[src/rtl/shift_add_mult.sv]
// Iterative unsigned shift-and-add multiplier: one multiplicand shift and
// conditional accumulate per cycle, full L1+L2-bit product after L2 cycles.
module shift_add_mult #(
  parameter int L1 = 8,
  parameter int L2 = 8
) (
  input  logic             clk,
  input  logic             rst,
  input  logic             start,
  input  logic [L1-1:0]    in1,
  input  logic [L2-1:0]    in2,
  output logic             busy,
  output logic             done,
  output logic [L1+L2-1:0] out
);
  localparam int W  = L1 + L2;
  localparam int CW = $clog2(L2 + 1);
  localparam logic [CW-1:0] LAST = CW'(L2 - 1);

  typedef enum logic [1:0] {IDLE, RUN, DONE} state_t;

  state_t          state, state_nxt;
  logic [W-1:0]    mcand, acc, sum;
  logic [L2-1:0]   mplier;
  logic [CW-1:0]   cnt;
  logic            load, last;

  assign busy = (state == RUN);
  assign done = (state == DONE);
  assign load = start && (state != RUN);
  assign last = (cnt == LAST);
  // accumulator including this cycle's partial product
  assign sum  = acc + (mplier[0] ? mcand : '0);

  always_comb begin
    state_nxt = state;
    case (state)
      IDLE:    if (start) state_nxt = RUN;
      RUN:     if (last)  state_nxt = DONE;
      DONE:    state_nxt = start ? RUN : IDLE;
      default: state_nxt = IDLE;
    endcase
  end

  always_ff @(posedge clk) begin
    if (rst) begin
      state  <= IDLE;
      mcand  <= '0;
      mplier <= '0;
      acc    <= '0;
      cnt    <= '0;
      out    <= '0;
    end else begin
      state <= state_nxt;
      if (load) begin
        mcand  <= W'(in1);
        mplier <= in2;
        acc    <= '0;
        cnt    <= '0;
      end else if (state == RUN) begin
        acc    <= sum;
        mcand  <= mcand << 1;
        mplier <= mplier >> 1;
        cnt    <= cnt + CW'(1);
        if (last) out <= sum;
      end
    end
  end
endmodule

[config.mk]
export PLATFORM = sky130hd
export DESIGN_NAME = shift_add_mult
export DESIGN_NICKNAME = d
export VERILOG_FILES = /design/src/rtl/shift_add_mult.sv
export SDC_FILE = /design/constraint.sdc
export NUM_CORES = 1
export LEC_CHECK = 0
export CORE_ASPECT_RATIO = 0.75
export CORE_UTILIZATION = 45
export CTS_BUF_LIST = sky130_fd_sc_hd__clkbuf_16
export CTS_CLUSTER_DIAMETER = 60
export DETAILED_ROUTE_END_ITERATION = 7
export PLACE_DENSITY = 0.77
export SLEW_MARGIN = 20
export SYNTH_ARGS = -nofsm -noshare
export SYNTH_HDL_FRONTEND = slang
export SYNTH_SLANG_ARGS = --single-unit
[constraint.sdc]
create_clock -name clk -period 2.3 [get_ports clk]
set_clock_uncertainty 0.05 [all_clocks]
set_input_delay 0.69 -clock clk [delete_from_list [all_inputs] [get_ports clk]]
set_output_delay 0.69 -clock clk [all_outputs]
set_load 0.005 [all_outputs]
Word level (Yosys, flattened, before mapping)
Index checks and enable logic that the tools add are counted.
Storage, ports and cells
  register bits after elaboration: 62
  bits of input ports: 19
  output and inout bits: 18
  logic and storage cells: 31
Cells by class
  add/sub/neg operators: 2
  eq/ne operators: 6
  multiplexer cells: 9
  bitwise operators: 1
  reductions and logical operators: 6
Operator list (number)
  8-bit 2-to-1 mux: 4
  16-bit adder: 1
  16-bit 2-to-1 mux: 1
  2-bit one-hot mux with 3 select lines: 1
  4-bit by 1-bit adder with 4-bit output (second input constant): 1
  4-bit by 3-bit equality test with 1-bit output (second input constant): 1
  2-bit 2-to-1 mux: 2
  2-bit by 1-bit != test with 1-bit output (second input constant): 2
  3-bit AND reduction: 1
  2-bit by 1-bit equality test with 1-bit output (second input constant): 1
  2-bit equality test (second input constant): 1
  2-bit zero test: 1
  2-bit != test (second input constant): 1
  2-bit AND reduction: 1
  2-bit nonzero test: 1
  2-bit OR reduction: 1
  1-bit logical AND: 1
  1-bit 2-to-1 mux: 1
  1-bit inverter: 1

Depth between registers and ports, before layout
  depth after elaboration: 4
  mapped depth: 9
  mapped depth without buffers: 8

Worst setup path before layout
OpenSTA, ideal clock, no wires.
  kind: flip-flop to flip-flop
  start: reg mplier[0]
  end: reg out[12]
  setup time: 0.122 ns
  data arrival time: 2.196 ns
  data required time: 2.128 ns
  path slack: -0.068 ns
  stages on the path, launching flop included: 10
  path buffers: 1
  period minus slack after synthesis: 2.368 ns
  cell sequence: dfxtp_1 -> clkbuf_1 -> and2_1 -> ha_1 -> fa_1 -> a21oi_1 -> o211ai_2 -> nand4_1 -> a2111oi_2 -> a311o_1
On the way
  word-level cells in the longest chain between the ends: 2
RTL lines
  start: declaration: RTL line 24  | logic [L2-1:0] mplier;
  start signal: assignment: RTL line 57  | mplier <= in2;
  start signal: assignment: RTL line 63  | mplier <= mplier >> 1;
  16-bit 2-to-1 mux: RTL line 33  | assign sum = acc + (mplier[0] ? mcand : '0);
  16-bit adder: RTL line 33
  end signal: assignment: RTL line 65  | if (last) out <= sum;
  end: declaration: RTL line 14  | output logic [L1+L2-1:0] out
No other way between the ends.
A chain may end at the register's enable or synchronous reset.

Worst setup path in the final report
  start: reg mplier[0]
  end: reg acc[11]
On the way
  word-level cells in the longest chain between the ends: 2
RTL lines
  16-bit 2-to-1 mux: RTL line 33
  16-bit adder: RTL line 33
  end signal: assignment: RTL line 61  | acc <= sum;
  end: declaration: RTL line 23  | logic [W-1:0] mcand, acc, sum;
No other way between the ends.

==> impl_metrics.py <==
metrics = {
    "critical_path": {
        "critPathLaunchType": "flop",
        "arrival_ns": 2.47,
        "crit_fanout": 6,
        "critPathKind": "flop to flop",
        "cp.required_ns": 2.45,
        "endpoint_kind": "flop",
    },
    "die": {
        "rows": 27,
        "ios": 37,
        "initial_core_util": 0.466,
        "die-height_um": 77.6,
        "fp.dieArea_um2": 7980,
        "core_um2": 7360,
        "die_w_um": 103,
    },
    "yosys": {
        "synth_ff_type": "dfxtp_1",
        "synthSimpleGateAreaFrac": 0.216,
        "synth.distinct_cells": 52,
        "avgSynthCellArea_um2": 8.61,
        "synth_compound_area_frac": 0.232,
        "async_reset_ff_frac": 0,
        "syn_inst": 398,
        "ys_ff_latch": 62,
        "synth_edf_count": 0,
        "synth_xor_xnor_area_share": 0.0255,
        "syn_nets": 434,
        "synth.area.mux_share": 0.0526,
        "yosysWarningCount": 0,
        "synth_top_family_by_area": "compound AO/OA/AOI/OAI gates",
        "synth_fa_ha_area_frac": 0.0642,
        "syn_area_um2": 3430,
        "synth-seq-area-share": 0.362,
    },
    "clock_tree": {
        "cts_tree": "done",
        "ctsHoldBuffers": 0,
        "clk_pin_slew_worst_paths_ns": 0.05,
        "clockBufferDepth": 2,
        "htreeDepth": 3,
        "insertion_delay_ns": 0.33,
        "cts_root_buffer": "clkbuf_16",
        "numCtsBuffers": 9,
        "clock-sinks": 62,
    },
    "detailed_routing": {
        "ant_nets": 0,
        "drtIter0Drc": 153,
        "firstDrtPassIters": 4,
        "wirelength_um": 9300,
        "viasPerCell": 5.46,
        "via_count": 3106,
        "drc": 0,
        "routedWlPerCell_um": 16.3,
    },
    "hold_path": {
        "hold_path_class": "flop to flop",
    },
    "placed_design": {
        "port_buffers": 36,
        "dp_cells": 547,
        "placed_cell_area_um2": 4080,
        "finalWeightedCongestion": 0.912,
        "dp_slack_ns": -0.153,
        "dp_hpwl_um": 6200,
    },
    "grt": {
        "track_usage": 0.228,
        "grt-ovfl-total": 0,
        "antenna_found_initial": 0,
        "grt_first_pass_wirelength_um": 13900,
        "grt_max_degree": 31,
        "grt_pass1_vias": 2827,
    },
    "finish": {
        "final_nets": 499,
        "ff_latch_area_um2": 1240,
        "multi_input_area_um2": 2310,
        "fin_util": 0.641,
        "syn2layout_area_growth_pct": 37.8,
        "stdcell_area_um2": 4720,
        "mostFrequentLayoutCell": "dfxtp_1",
        "final_cell_mix": "dfxtp_1 (61), nand2_1 (51), buf_4 (43)",
        "layout-drive-gt1-share": 0.237,
        "fillers": 618,
        "stdcell_count": 569,
        "diodes": 0,
    },
    "sta": {
        "period_share": 1.01,
        "finalHoldViolCount": 0,
        "maxSlewViolCount": 0,
        "setup_viol": 2,
        "setup_ws_ns": -0.0184,
        "fmax_mhz": 431,
        "rsz0062_at_grt": "true",
        "hold_slack_ns": 0.405,
        "period_minus_slack_ns": 2.32,
        "worst_pin_slew_ns": 0.490,
        "slew_headroom": 0.673,
    },
    "power": {
        "p_per_area_nw_per_um2": 596,
        "p_leak_nw": 1.80,
        "ir_drop_uv": 394,
    },
    "run": {
        "drv_cap": 0,
    },
    "run_status": {
        "status": "finished, violations left",
        "violations": "setup timing",
    },
}
-- layer usage --
metal	track usage	vias up	wire, µm
met4	0.0676	0	116
met5	0	-	0
met3	0.0595	11	381
li1	-	1558	-
met2	0.335	70	4140
met1	0.324	1467	4650
-- worst paths after layout --
check / end / start / depth (start not counted) / slack [ns]
min: out[0]$_SDFFE_PP0P_ / out[0]$_SDFFE_PP0P_ / 2 / 0.40
max: acc[11]$_SDFFE_PP0P_ / mplier[0]$_SDFFE_PP0P_ / 8 / -0.02
min reg2reg: out[0]$_SDFFE_PP0P_ / out[0]$_SDFFE_PP0P_ / 2 / 0.40
max reg2reg: acc[11]$_SDFFE_PP0P_ / mplier[0]$_SDFFE_PP0P_ / 8 / -0.02
-- report_power, final --
| group | leakage [nW] | internal, mW | switching [mW] | total (mW) |
|---|---|---|---|---|
| Sequential | 0.504 | 1.11 | 0.0262 | 1.13 |
| Clock | 0.159 | 0.932 | 0.478 | 1.41 |
| Combinational | 1.14 | 0.122 | 0.148 | 0.270 |
-- synthesized netlist by cell type (all sizes together), types with 2 or more instances --
library cell	instances	area [µm²]
dfxtp	62	1240
nand2	54	208
a21oi	38	194
nor2	26	97.6
mux2i	18	180
a211oi	17	140
and2	17	106
o21ai	17	96.4
buf	16	90.1
ha	16	200
nand3	16	80.1
clkbuf	11	41.3
inv	8	30.0
nor3b	8	60.1
a2111oi	7	93.8
a21o	7	52.6
nand3b	6	45.0
xor2	6	52.6
a311o	5	50.1
and3	5	31.3
nor3	5	25.0
o211ai	4	35.0
xnor2	4	35.0
a2111o	3	33.8
or3	3	20.0
a221oi	2	30.0
a311oi	2	30.0
nand4	2	12.5
nor2b	2	12.5
o21bai	2	18.8
-- registers in the layout, summed over array words and instances, names as in the netlist --
register,cells
cnt,4
mplier,8
acc,16
out,16
mcand,16
state,2
-- per-stage QoR --
stage	power (mW)	TNS, ns
3_5_place_dp	1.40	-0.985
2_1_floorplan	1.30	0
5_1_grt	2.89	-0.262
4_1_cts	2.79	0
6_report	2.81	-0.0363
3_3_place_gp	1.39	-0.0590
-- worst max-delay path, cell delays in order (launching register included) --
cell and delay [ns]:
dfxtp_4 0.37, buf_6 0.13, and2_4 0.16, ha_4 0.30, nand3_4 0.09, a211oi_4 0.42, o21ai_2 0.17, nor4b_4 0.16
a311o_1 0.35
-- kinds of logic after synthesis --
group / count (synthesis)
fa+ha+maj: 17
flops: 62
compound gates: 107
mux: 18
buf+inv: 35
simple gates: 149
xor+xnor: 10
-- timing repair --
action,4_1_cts,5_1_grt
endpoints found under the hold margin,0,0
setup endpoints to repair,17,18
buffers inserted,0,7
gates cloned,0,0
resized for setup,4,47
pin swaps,1,25
-- area by class of cell --
class                           instances  share of cell area
Timing Repair Buffer                   81               0.148
Clock buffer                            9              0.0477
Sequential cell                        62               0.264
Clock inverter                          7              0.0172
Tap cell                              101              0.0268
Multi-Input combinational cell        301               0.490
Inverter                                8             0.00636
Note: power is estimated with default switching activity, not from simulation.
==> variant 1: new RTL, config.mk and constraints unchanged <==
Change the parameter `L2` from 8 to 4.
--- a/src/rtl/shift_add_mult.sv
+++ b/src/rtl/shift_add_mult.sv
@@ -2,7 +2,7 @@
 // conditional accumulate per cycle, full L1+L2-bit product after L2 cycles.
 module shift_add_mult #(
   parameter int L1 = 8,
-  parameter int L2 = 8
+  parameter int L2 = 4
 ) (
   input  logic             clk,
   input  logic             rst,
Ports: changed (resized in2 and out); port bits go from 37 to 29. No check against the original RTL was run, so the function may have changed too.
==> variant 1 against the original RTL <==
  * The flow finishes with violations (design-rule violations, negative setup slack)
  * Final area down 35%
  * Cell count down 35%
  * Power down 35%
  * Synthesized area down 34%
  * Worst setup slack worse by 0.043 ns
  * Clock power down 44%
  * Utilization up 2.2 points
  * Critical path depth up 2
  * Sequential share of layout area up 3.0 points
  * Sequential power down 27%
  * Sequential cell count down 17
  * Wire length down 40%
  * Critical endpoint unchanged
==> variant 1: results (changes against the original RTL) <==
route:
  via_per_inst: 5.51  # was 5.46
  wl_met3_um: 338  # was 381 µm
  route.detailed.drc: 5  # was 0
  first_pass_iters: 8  # was 4
  drt-met1-wl_um: 2680  # was 4650 µm
  wire_per_inst_um: 14.9  # was 16.3 µm
pwr:
  pg_comb_uw: 207  # was 270 µW
  p_leak_uw: 0.00127  # was 0.00180 µW
  seq-power_uw: 825  # was 1130 µW
place:
  place.gp.congestion: 0.825  # was 0.912
  port_buffers: 28  # was 36
  pre_cts_ws_ns: -0.152  # was -0.153 ns
  dp_cells: 358  # was 547
  dp_hpwl_um: 3700  # was 6200 µm
setup_path:
  cp_max_fo: 8  # was 6
  reg2reg_depth: 10  # was 8
  cpPeakStageDelay_ns: 0.47  # was 0.42 ns
  critPathSlowestCell: "or4_1"  # was a211oi_4
outcome:
  violations: "design-rule violations, negative setup slack"  # was negative setup slack
  status: "finished with violations"  # unchanged
synthesis:
  ys_top_cells_by_count: "nand2_1 (50), dfxtp_1 (45), a21oi_1 (30)"  # was dfxtp_1 (62), nand2_1 (52), a21oi_1 (37)
  synth_xor_area_share_pct: 3.86  # was 2.55%
final_layout:
  drive_gt1_share_pct: 18.7  # was 23.7%
  regArea_um2: 905  # was 1240 µm²
  finalNonFillerCells: 372  # was 569
  nFlopsAndLatches: 45  # was 62
  multi_input_gates: 206  # was 301
  bufAreaShareNonClock_pct: 15.5  # was 14.8%
  multi_input_area_share_pct: 46.9  # was 49.0%
  num-fill-cells: 387  # was 618
  clk_share_pct: 5.27  # was 6.49%
  n_all_inverters: 6  # was 8
global_routing:
  grt_pass1_vias: 1985  # was 2827
  met3_usage_pct: 3.93  # was 5.95%
  met2_usage_pct: 33.5  # about the same
  grt_max_degree: 43  # was 31
  track_usage_pct: 21.7  # was 22.8%
clock_network:
  clk_latency_ns: 0.28  # was 0.33 ns
  cts.repair.resized: 9  # was 4
sta:
  setup-violations-final: 6  # was 2
  fin_ws_ns: -0.0618  # was -0.0184 ns
  slew-limit-headroom_pct: 69.5  # was 67.3%
  hold_slack_ns: 0.402  # was 0.405 ns
worst_hold_path:
  worstHoldEndpoint: "out[3]"  # was out[0]
  min_from: "out[3]"  # was out[0]
[variant 1: cell types whose count changed after synthesis, sizes merged, moves of 6 or more]
cell / delta
dfxtp: -17
o21ai: -15
buf: -14
nor3b: -8
a2111oi: -7
a21oi: -7
nand3: -7
nor2: -7
mux2i: -6
nand3b: -6
[variant 1: how the worst max path moves through the flow]
stage,startpoint,slack (ns),endpoint,depth (start not counted)
floorplan,mplier[0],-0.01,acc[11],10
finish,mplier[0],-0.06,acc[11],10
global placement,mplier[0],-0.05,out[8],10
detailed placement,mplier[0],-0.15,acc[8],10
CTS,mplier[0],-0.11,acc[8],10
global route,mplier[0],-0.17,out[8],10
[variant 1: critical path, delay by kind of cell, from the launching register on]
kind	cells	cell delay (ns)
AO/OA/AOI/OAI	2	0.28
adder cells (fa/ha/maj)	1	0.22
XOR/XNOR	1	0.13
flip-flops	1	0.36
AND/OR/NAND/NOR	5	1.09
buffers and inverters	1	0.13
==> variant 2: new RTL, same settings <==
Made on the original files. The 3 states of `state_t` get a one-hot encoding in 3 bits.
--- a/src/rtl/shift_add_mult.sv
+++ b/src/rtl/shift_add_mult.sv
@@ -17,7 +17,7 @@
   localparam int CW = $clog2(L2 + 1);
   localparam logic [CW-1:0] LAST = CW'(L2 - 1);
 
-  typedef enum logic [1:0] {IDLE, RUN, DONE} state_t;
+  typedef enum logic [2:0] {IDLE = 3'b001, RUN = 3'b010, DONE = 3'b100} state_t;
 
   state_t          state, state_nxt;
   logic [W-1:0]    mcand, acc, sum;
Formal check against the unedited RTL: same outputs for any inputs over 4 cycles, from zero or initial values and one cycle with rst high; so few cycles prove little.
==> variant 2 against the original RTL <==
  * Sequential cell count up 1
  * Final area shrank 6.0%
  * Synthesized area decreased by 0.88%
  * Cell count is 0.18% lower
  * Wire length rose by 0.28%
  * Worst setup slack better by 0.050 ns
  * Power down 0.93%
  * Largest power group unchanged
==> variant 2: results (changes against the original RTL) <==
outcome:
  status: "complete, no violations"  # was finished with violations
route:
  drt_iter0_drc: 243  # was 153
  via_per_inst: 5.72  # was 5.46
  vias: 3249  # was 3106
  first_pass_iters: 5  # was 4
  routed_wirelength_um: 9320  # was 9300 µm
synthesis:
  ys_types: 50  # was 52
  synth_fp_nets: 445  # was 434
  synthAdderAreaFrac_pct: 6.48  # was 6.42%
  synth_mux_area_share_pct: 5.89  # was 5.26%
  synth_area_leaders: "dfxtp_1 (37%), nand2_1 (6.3%), ha_1 (5.9%), mux2i_1 (5.9%), a21oi_1 (4.6%)"  # was dfxtp_1 (36%), ha_1 (5.8%), nand2_1 (5.7%), a21oi_1 (5.4%), mux2i_1 (5.3%)
  avgSynthCellArea_um2: 8.31  # was 8.61 µm²
  ys_top_cells_by_count: "dfxtp_1 (63), nand2_1 (57), a21oi_1 (31)"  # was dfxtp_1 (62), nand2_1 (52), a21oi_1 (37)
  seq_area_frac_synth_pct: 37.1  # was 36.2%
  netlist_area_um2: 3400  # was 3430 µm²
global_routing:
  grt_pass1_wl_um: 14900  # was 13900 µm
  track_usage_pct: 24.6  # was 22.8%
  grt_pass1_vias: 3070  # was 2827
  grt_max_degree: 60  # was 31
final_layout:
  drive_gt1_share_pct: 17.1  # was 23.7%
  num-fill-cells: 640  # was 618
  layout.nets: 498  # was 499
clock_network:
  post-cts-setup-buffers: 2  # was 0
place:
  dp_cells: 549  # was 547
  dp_hpwl_um: 6320  # was 6200 µm
  placed_area_um2: 4010  # was 4080 µm²
  place.gp.congestion: 0.930  # was 0.912
pwr:
  vdd_drop_max_mv: 0.399  # was 0.394 mV
  p_leak_uw: 0.00181  # was 0.00180 µW
setup_path:
  crit_arrival_ns: 2.49  # was 2.47 ns
sta:
  slew-limit-headroom_pct: 41.5  # was 67.3%
## variant 2: cell count changes after synthesis, moves of 4 or more
cell / change
a21oi_1: -6
or4_1: +5
o21ai_0: +5
nor3_1: +9
nand2_1: +5
a2111oi_2: -5
nand3_1: +5
nor3b_1: -8
a311o_1: -4
a31oi_1: +7
nand3b_1: -5
## variant 2: where the power goes
part	internal [µW]	switching, µW
registers	1120	21.8
logic	81.5	87.3
clock network	952	530
total	2150	639
## variant 2: worst paths after layout
kind / cells past startpoint / slack [ns] / from / end
hold / removal: 2 / 0.40 / out[3] / out[3]
hold reg to reg: 2 / 0.40 / out[3] / out[3]
setup / recovery: 8 / 0.03 / mplier[0] / out[10]
setup reg to reg: 8 / 0.03 / mplier[0] / out[10]
## variant 2: routing by layer
metal  up-vias  routed length, µm  GRT usage (%)
li1       1580                  -              -
met3        22                626           5.93
met5         -                  0              0
met2       113               4250           37.0
met4         0                206           9.00
met1      1534               4240           33.9
## variant 2: final cells by class
| type | instances | area share (%) |
|---|---|---|
| repair buffers | 65 | 13.3 |
| clock buffers | 9 | 5.07 |
| well taps | 101 | 2.85 |
| inverters | 13 | 1.10 |
| multi-input cells | 310 | 47.0 |
| clock inverters | 7 | 2.20 |
| flip-flops and latches | 63 | 28.5 |
## variant 2: per-stage QoR
| stage | worst slack [ns] | power (µW) |
|---|---|---|
| finish | 0.0314 | 2790 |
| detailed placement | -0.0819 | 1320 |
| floorplan | 0.0353 | 1250 |
| CTS | 0.00427 | 2800 |
| global route | -0.0324 | 2860 |
| global placement | -0.0581 | 1320 |
## variant 2: critical path, delay by kind of cell (launching register included)
| kind | cells | cell delay [ns] |
|---|---|---|
| and+or+nand+nor | 4 | 0.87 |
| DFF | 1 | 0.39 |
| AOI/OAI and AO/OA | 2 | 0.34 |
| adders and majority gates | 2 | 0.55 |
